===== src/rtl/dcache_ctrl_pkg.sv =====
// Shared types and defaults for the data-cache miss controller.
// Optional feature macro: DCACHE_PERF_CNT_EN (performance counters).
package dcache_ctrl_pkg;

    typedef enum logic {
        S_IDLE = 1'b0,
        S_MISS = 1'b1
    } state_t;

    typedef enum logic {
        REQ_RD = 1'b0,
        REQ_WR = 1'b1
    } req_t;

    localparam int CNT_W_DEF   = 32;
    localparam int TIMEOUT_DEF = 1024;

endpackage


===== src/rtl/sat_counter.sv =====
// Saturating up-counter with synchronous clear (clear wins over increment).
// Ports: clk, rst_n (async low), inc, clr -> cnt[CNT_W-1:0].
module sat_counter #(
    parameter int CNT_W = 32
) (
    input  logic             clk,
    input  logic             rst_n,
    input  logic             inc,
    input  logic             clr,
    output logic [CNT_W-1:0] cnt
);

    always_ff @(posedge clk or negedge rst_n) begin
        if (!rst_n) begin
            cnt <= '0;
        end else if (clr) begin
            cnt <= '0;
        end else if (inc && (cnt != '1)) begin
            cnt <= cnt + CNT_W'(1);
        end
    end

endmodule


===== src/rtl/dcache_miss_ctrl.sv =====
// MEM-stage data cache miss sequencer: drives and holds the cache request,
// stalls the pipe and bubbles WB for a miss, flags over-long misses.
// Ports: clk, rst_n, mem_rd/mem_wr/mem_addr, pipe_hold, cache_miss, clr_cnt
//   -> cache_rd_req/cache_wr_req/cache_addr, stall_req, bubble_w,
//      timeout_err, acc_cnt/hit_cnt/miss_cnt.
// Optional macro DCACHE_PERF_CNT_EN builds the performance counters;
// otherwise the counters read 0 and clr_cnt is ignored.
module dcache_miss_ctrl
    import dcache_ctrl_pkg::*;
#(
    parameter int CNT_W   = CNT_W_DEF,
    parameter int TIMEOUT = TIMEOUT_DEF
) (
    input  logic             clk,
    input  logic             rst_n,
    input  logic             mem_rd,
    input  logic             mem_wr,
    input  logic [31:0]      mem_addr,
    input  logic             pipe_hold,
    input  logic             cache_miss,
    input  logic             clr_cnt,
    output logic             cache_rd_req,
    output logic             cache_wr_req,
    output logic [31:0]      cache_addr,
    output logic             stall_req,
    output logic             bubble_w,
    output logic             timeout_err,
    output logic [CNT_W-1:0] acc_cnt,
    output logic [CNT_W-1:0] hit_cnt,
    output logic [CNT_W-1:0] miss_cnt
);

    localparam int WAIT_W = $clog2(TIMEOUT + 1);

    state_t              state;
    state_t              state_nx;
    logic [31:0]         lat_addr;
    req_t                lat_type;
    logic [WAIT_W-1:0]   wait_cnt;
    logic                req;
    logic                start_miss;

    assign req = mem_rd | mem_wr;

    // Outputs are gated by rst_n so requests and stall drop the moment
    // reset is asserted, not at the next edge.
    always_comb begin
        state_nx     = state;
        cache_rd_req = 1'b0;
        cache_wr_req = 1'b0;
        cache_addr   = mem_addr;
        stall_req    = 1'b0;
        start_miss   = 1'b0;
        unique case (state)
            S_IDLE: begin
                cache_rd_req = mem_rd;
                cache_wr_req = mem_wr & ~mem_rd;
                if (req && cache_miss) begin
                    stall_req  = 1'b1;
                    start_miss = 1'b1;
                    state_nx   = S_MISS;
                end
            end
            S_MISS: begin
                cache_rd_req = (lat_type == REQ_RD);
                cache_wr_req = (lat_type == REQ_WR);
                cache_addr   = lat_addr;
                stall_req    = cache_miss;
                if (!cache_miss) begin
                    state_nx = S_IDLE;
                end
            end
            default: state_nx = S_IDLE;
        endcase
        if (!rst_n) begin
            cache_rd_req = 1'b0;
            cache_wr_req = 1'b0;
            stall_req    = 1'b0;
            start_miss   = 1'b0;
        end
        bubble_w = stall_req;
    end

    // wait_cnt holds the number of completed MISS cycles; the error is
    // raised after TIMEOUT of them and the FSM keeps waiting regardless.
    always_ff @(posedge clk or negedge rst_n) begin
        if (!rst_n) begin
            state       <= S_IDLE;
            lat_addr    <= '0;
            lat_type    <= REQ_RD;
            wait_cnt    <= '0;
            timeout_err <= 1'b0;
        end else begin
            state <= state_nx;
            if (start_miss) begin
                lat_addr <= mem_addr;
                lat_type <= mem_rd ? REQ_RD : REQ_WR;
                wait_cnt <= '0;
            end else if (state == S_MISS) begin
                if (wait_cnt != WAIT_W'(TIMEOUT)) begin
                    wait_cnt <= wait_cnt + WAIT_W'(1);
                end
                if (wait_cnt == WAIT_W'(TIMEOUT - 1)) begin
                    timeout_err <= 1'b1;
                end
            end
        end
    end

`ifdef DCACHE_PERF_CNT_EN

    logic counted;
    logic advance;
    logic hit_inc;
    logic miss_inc;

    // counted keeps a held or re-presented instruction from being
    // counted twice; it clears only when MEM actually advances.
    assign advance  = ~pipe_hold & ~stall_req;
    assign hit_inc  = (state == S_IDLE) & req & ~cache_miss & ~counted;
    assign miss_inc = start_miss & ~counted;

    always_ff @(posedge clk or negedge rst_n) begin
        if (!rst_n) begin
            counted <= 1'b0;
        end else if (advance) begin
            counted <= 1'b0;
        end else if (hit_inc || miss_inc) begin
            counted <= 1'b1;
        end
    end

    sat_counter #(.CNT_W(CNT_W)) u_acc (
        .clk   (clk),
        .rst_n (rst_n),
        .inc   (hit_inc | miss_inc),
        .clr   (clr_cnt),
        .cnt   (acc_cnt)
    );

    sat_counter #(.CNT_W(CNT_W)) u_hit (
        .clk   (clk),
        .rst_n (rst_n),
        .inc   (hit_inc),
        .clr   (clr_cnt),
        .cnt   (hit_cnt)
    );

    sat_counter #(.CNT_W(CNT_W)) u_miss (
        .clk   (clk),
        .rst_n (rst_n),
        .inc   (miss_inc),
        .clr   (clr_cnt),
        .cnt   (miss_cnt)
    );

`else

    logic unused_cnt_in;

    assign unused_cnt_in = &{1'b0, clr_cnt, pipe_hold};
    assign acc_cnt       = '0;
    assign hit_cnt       = '0;
    assign miss_cnt      = '0;

`endif

endmodule


===== config.mk =====
export PLATFORM = sky130hd
export DESIGN_NAME = dcache_miss_ctrl
export DESIGN_NICKNAME = d
export VERILOG_FILES = /design/src/rtl/dcache_ctrl_pkg.sv /design/src/rtl/sat_counter.sv /design/src/rtl/dcache_miss_ctrl.sv
export SDC_FILE = /design/constraint.sdc
export NUM_CORES = 1
export LEC_CHECK = 0
export BUFFER_PORTS_ARGS = -buffer_cell sky130_fd_sc_hd__buf_2
export CORE_UTILIZATION = 41
export DETAILED_ROUTE_END_ITERATION = 12
export PLACE_DENSITY_LB_ADDON = 0.25
export SLEW_MARGIN = 10
export SYNTH_ARGS = -nofsm -noshare
export SYNTH_HDL_FRONTEND = slang
export SYNTH_HIERARCHICAL = 1
export SYNTH_SLANG_ARGS = --single-unit

===== constraint.sdc =====
create_clock -name clk -period 1.6 [get_ports clk]
set_input_delay 0.32 -clock clk [delete_from_list [all_inputs] [get_ports clk]]
set_output_delay 0.32 -clock clk [all_outputs]
set_load 0.01 [all_outputs]

==> impl_metrics.csv <==
group,metric,value,unit
grt,grt-ovfl-total,0,
sta,final_worst_path_cycle_share,111,%
cells_and_area,fin_nets,433,
placed_design,final_weighted_congestion_in_routability_driven_placement,0.780,
logic_synthesis,synth_edf_count,0,
placed_design,post_dp_cell_area,0.00339,mm^2
grt,first_global_vias,1886,
clock_network,sink_count_of_the_clock_tree,46,
floorplan,design.portCount,172,
power_and_ir_drop,power.internal,2.44,mW
sta,fin_crit,1.78,ns
cells_and_area,sequential_cell_area,0.00115,mm^2
power_and_ir_drop,power.ir.vdd_worst,0.535,mV
routing,detailroute.via_count,2146,
logic_synthesis,synth.yosys.seq_area_share,37.2,%
sta,finClkSkew,0.00503,ns
placed_design,place.detailed.hpwl,4160,um
cells_and_area,syn_to_layout_area_delta,20.8,%
sta,total_count_of_max_transition_violations_in_the_final_report,0,
clock_network,cts_root_buf,"sky130_fd_sc_hd__clkbuf_8",
cells_and_area,multi_input_area,0.00161,mm^2
worst_setup_path,timing.setup.critical_path_class,"flop to output port",
floorplan,rows,31,
logic_synthesis,synth_warnings,6,
floorplan,fp.coreArea,0.00729,mm^2
worst_setup_path,worst_path_fanout_max,22,
floorplan,die_height,88.9,um
grt,grt_util_all_layers,14.6,%
clock_network,clock_tree.htree_level_count,2,
sta,grt_setup_unrepaired,"yes",
routing,antenna_left,0,
grt,antenna_found_initial,0,
sta,fin_ws,-0.177,ns
routing,drt_first_pass_iters,4,
run_status,failed_checks,"negative setup slack",
worst_setup_path,endpoint_kind,"output port",
placed_design,port_buffers,73,
logic_synthesis,synth_flop_cell,"sky130_fd_sc_hd__dfrtp_1",
routing,drt_wl_cell,12.0,um
cells_and_area,nFillCells,683,
worst_setup_path,reg2reg_setup_slack,-0.08,ns
logic_synthesis,syn-instance-count,291,
cells_and_area,antenna_cells,0,
power_and_ir_drop,power.leakage,1.86,nW
grt,grt_first_pass_wirelength,8800,um
power_and_ir_drop,netSwitchingPower,1.14,mW
floorplan,die_ar,0.00790,mm^2
routing,dr.first_iter.drc_count,63,
power_and_ir_drop,power.combinational.fraction,36.1,%
logic_synthesis,netlist_area,0.00310,mm^2
worst_setup_path,required,1.28,ns
worst_setup_path,critical_path_arrival,1.46,ns
power_and_ir_drop,sequentialPowerShare,42.9,%
sta,finalHoldViolCount,0,
sta,setup-violations-final,44,
floorplan,die_x,88.9,um
cells_and_area,final_cell_area,0.00374,mm^2
clock_network,cts_inserted_buffers,5,
logic_synthesis,ys_async_sr_fraction,100,%
power_and_ir_drop,power.share.switching,31.8,%
cells_and_area,layout.core_utilization,51.3,%
cells_and_area,final_layout_size_suffix_gt1_share,48.1,%
logic_synthesis,ys_types,35,
power_and_ir_drop,pwrdens,957,mW/mm^2
min_path,min-delay-path-class,"input pin to asynchronous set/reset pin",
routing,vias_per_cell,4.36,
clock_network,clkTransAtPathRegs,0.09,ns
clock_network,clock_tree.buffer_depth,2,
grt,pin_count_of_the_biggest_net_entering_global_routing,25,
worst_setup_path,worst_setup_path_start_kind,"flop",
logic_synthesis,postSynthAreaPerCell,10.6,um^2
power_and_ir_drop,clock_network_fraction_of_total_power,21.1,%
sta,clock.fmax,0.563,GHz
routing,routed_wl,5900,um
floorplan,start_util,42.5,%
clock_network,cts_tree,"built",
logic_synthesis,yosys_register_bits,46,
job,count_of_maximum_capacitance_violations,0,
routing,post-route-drc-count,0,
clock_network,clock_insertion_delay_worst_skew,0.29,ns
run_status,outcome,"finished, violations left",
-- metrics by stage --
stage	total power [mW]	hold slack, ns	worst slack [ns]	setup TNS [ns]	instances
floorplan	2.42	0.0244	-0.00517	-0.103	386
global placement	2.68	0.283	0.00756	0	473
detailed placement	2.70	0.280	0.000884	0	473
CTS	3.53	0.144	-0.188	-5.70	484
global route	3.81	0.162	-0.237	-8.45	492
finish	3.58	0.143	-0.177	-5.48	492
-- cell usage in the layout (no fill, tap or decap), types with 3 or more instances in the layout --
master / instances
sky130_fd_sc_hd__mux2_4: 12
sky130_fd_sc_hd__or4_1: 4
sky130_fd_sc_hd__nand2_1: 8
sky130_fd_sc_hd__conb_1: 96
sky130_fd_sc_hd__nand4_1: 5
sky130_fd_sc_hd__buf_6: 11
sky130_fd_sc_hd__clkbuf_8: 6
sky130_fd_sc_hd__or3_1: 3
sky130_fd_sc_hd__a21oi_1: 8
sky130_fd_sc_hd__nand3_1: 3
sky130_fd_sc_hd__mux2_2: 50
sky130_fd_sc_hd__dfrtp_1: 45
sky130_fd_sc_hd__buf_12: 5
sky130_fd_sc_hd__nor2_1: 4
sky130_fd_sc_hd__buf_4: 24
sky130_fd_sc_hd__o21ai_0: 6
sky130_fd_sc_hd__buf_2: 64
-- cells by family after synthesis --
kind of cell,Yosys count,share of synthesized area (%)
adders and majority gates,2,0.808
other,1,0.121
xor gates and xnor gates,2,0.566
buffers and inverters,109,25.3
and+or+nand+nor,42,7.72
AOI/OAI and AO/OA,24,4.77
DFF,46,37.2
muxes,65,23.6
-- final timing paths --
check | cells past startpoint | start | end
worst max-delay path | 3 | state | cache_addr[13]
min in group clk | 2 | mem_addr[0] | lat_addr[0]
worst max register to register | 5 | state | lat_addr[20]
max in group asynchronous | 3 | rst_n | lat_addr[27]
worst min register to register | 1 | timeout_err | timeout_err
worst min-delay path | 3 | rst_n | lat_addr[2]
-- sequential cells by signal, summed over array words and instances (netlist names) --
register     flops
wait_cnt        11
state            1
lat_addr        32
lat_type         1
timeout_err      1
-- repair_timing --
| item | 4_1_cts | 5_1_grt |
|---|---|---|
| hold buffers | 1 | 0 |
| endpoints found under the setup margin | 37 | 44 |
| cloned | 0 | 0 |
| pin swaps | 1 | 4 |
| resized for setup | 13 | 24 |
| setup buffers | 2 | 8 |
| hold endpoints to repair | 7 | 0 |
-- layer usage --
| metal | vias to the layer above | track usage (%) | wire [um] |
|---|---|---|---|
| met2 | 108 | 24.8 | 2980 |
| li1 | 1017 | - | - |
| met4 | 0 | 2.64 | 29 |
| met3 | 5 | 4.99 | 439 |
| met1 | 1016 | 18.2 | 2460 |
| met5 | - | 0 | 0 |
-- cells in the mapped netlist, drive strengths merged, types with 3 or more instances --
library cell  number  area [um^2]
or3                3         18.8
mux2              64          721
nor4               3         18.8
nand4              5         31.3
nand3              3         15.0
buf              104          763
nand2              8         30.0
or4                6         48.8
nor2               5         18.8
a21oi              9         45.0
dfrtp             46         1150
o21ai              6         30.0
clkbuf             3         11.3
-- power by group through the flow --
stage / Combinational, mW / Sequential [mW] / Clock (mW)
after floorplan: 0.876 / 1.55 / 0
after CTS: 1.21 / 1.53 / 0.792
after global placement: 1.14 / 1.54 / 0
after global routing: 1.43 / 1.57 / 0.816
final: 1.29 / 1.54 / 0.754
after detailed placement: 1.15 / 1.55 / 0
-- layout make-up --
type / instances / area share [%]
Tap cell: 99 / 3.31
Clock buffer: 6 / 2.21
Sequential cell: 46 / 30.8
Multi-Input combinational cell: 231 / 43.1
Clock inverter: 2 / 0.334
Timing Repair Buffer: 106 / 20.0
Inverter: 2 / 0.201
-- worst max-delay path, stage by stage, from the launching register on --
cell	delay, ns
sky130_fd_sc_hd__dfrtp_2	0.46
sky130_fd_sc_hd__buf_12	0.20
sky130_fd_sc_hd__mux2_2	0.35
sky130_fd_sc_hd__buf_2	0.14
(Power assumes the default switching activity.)
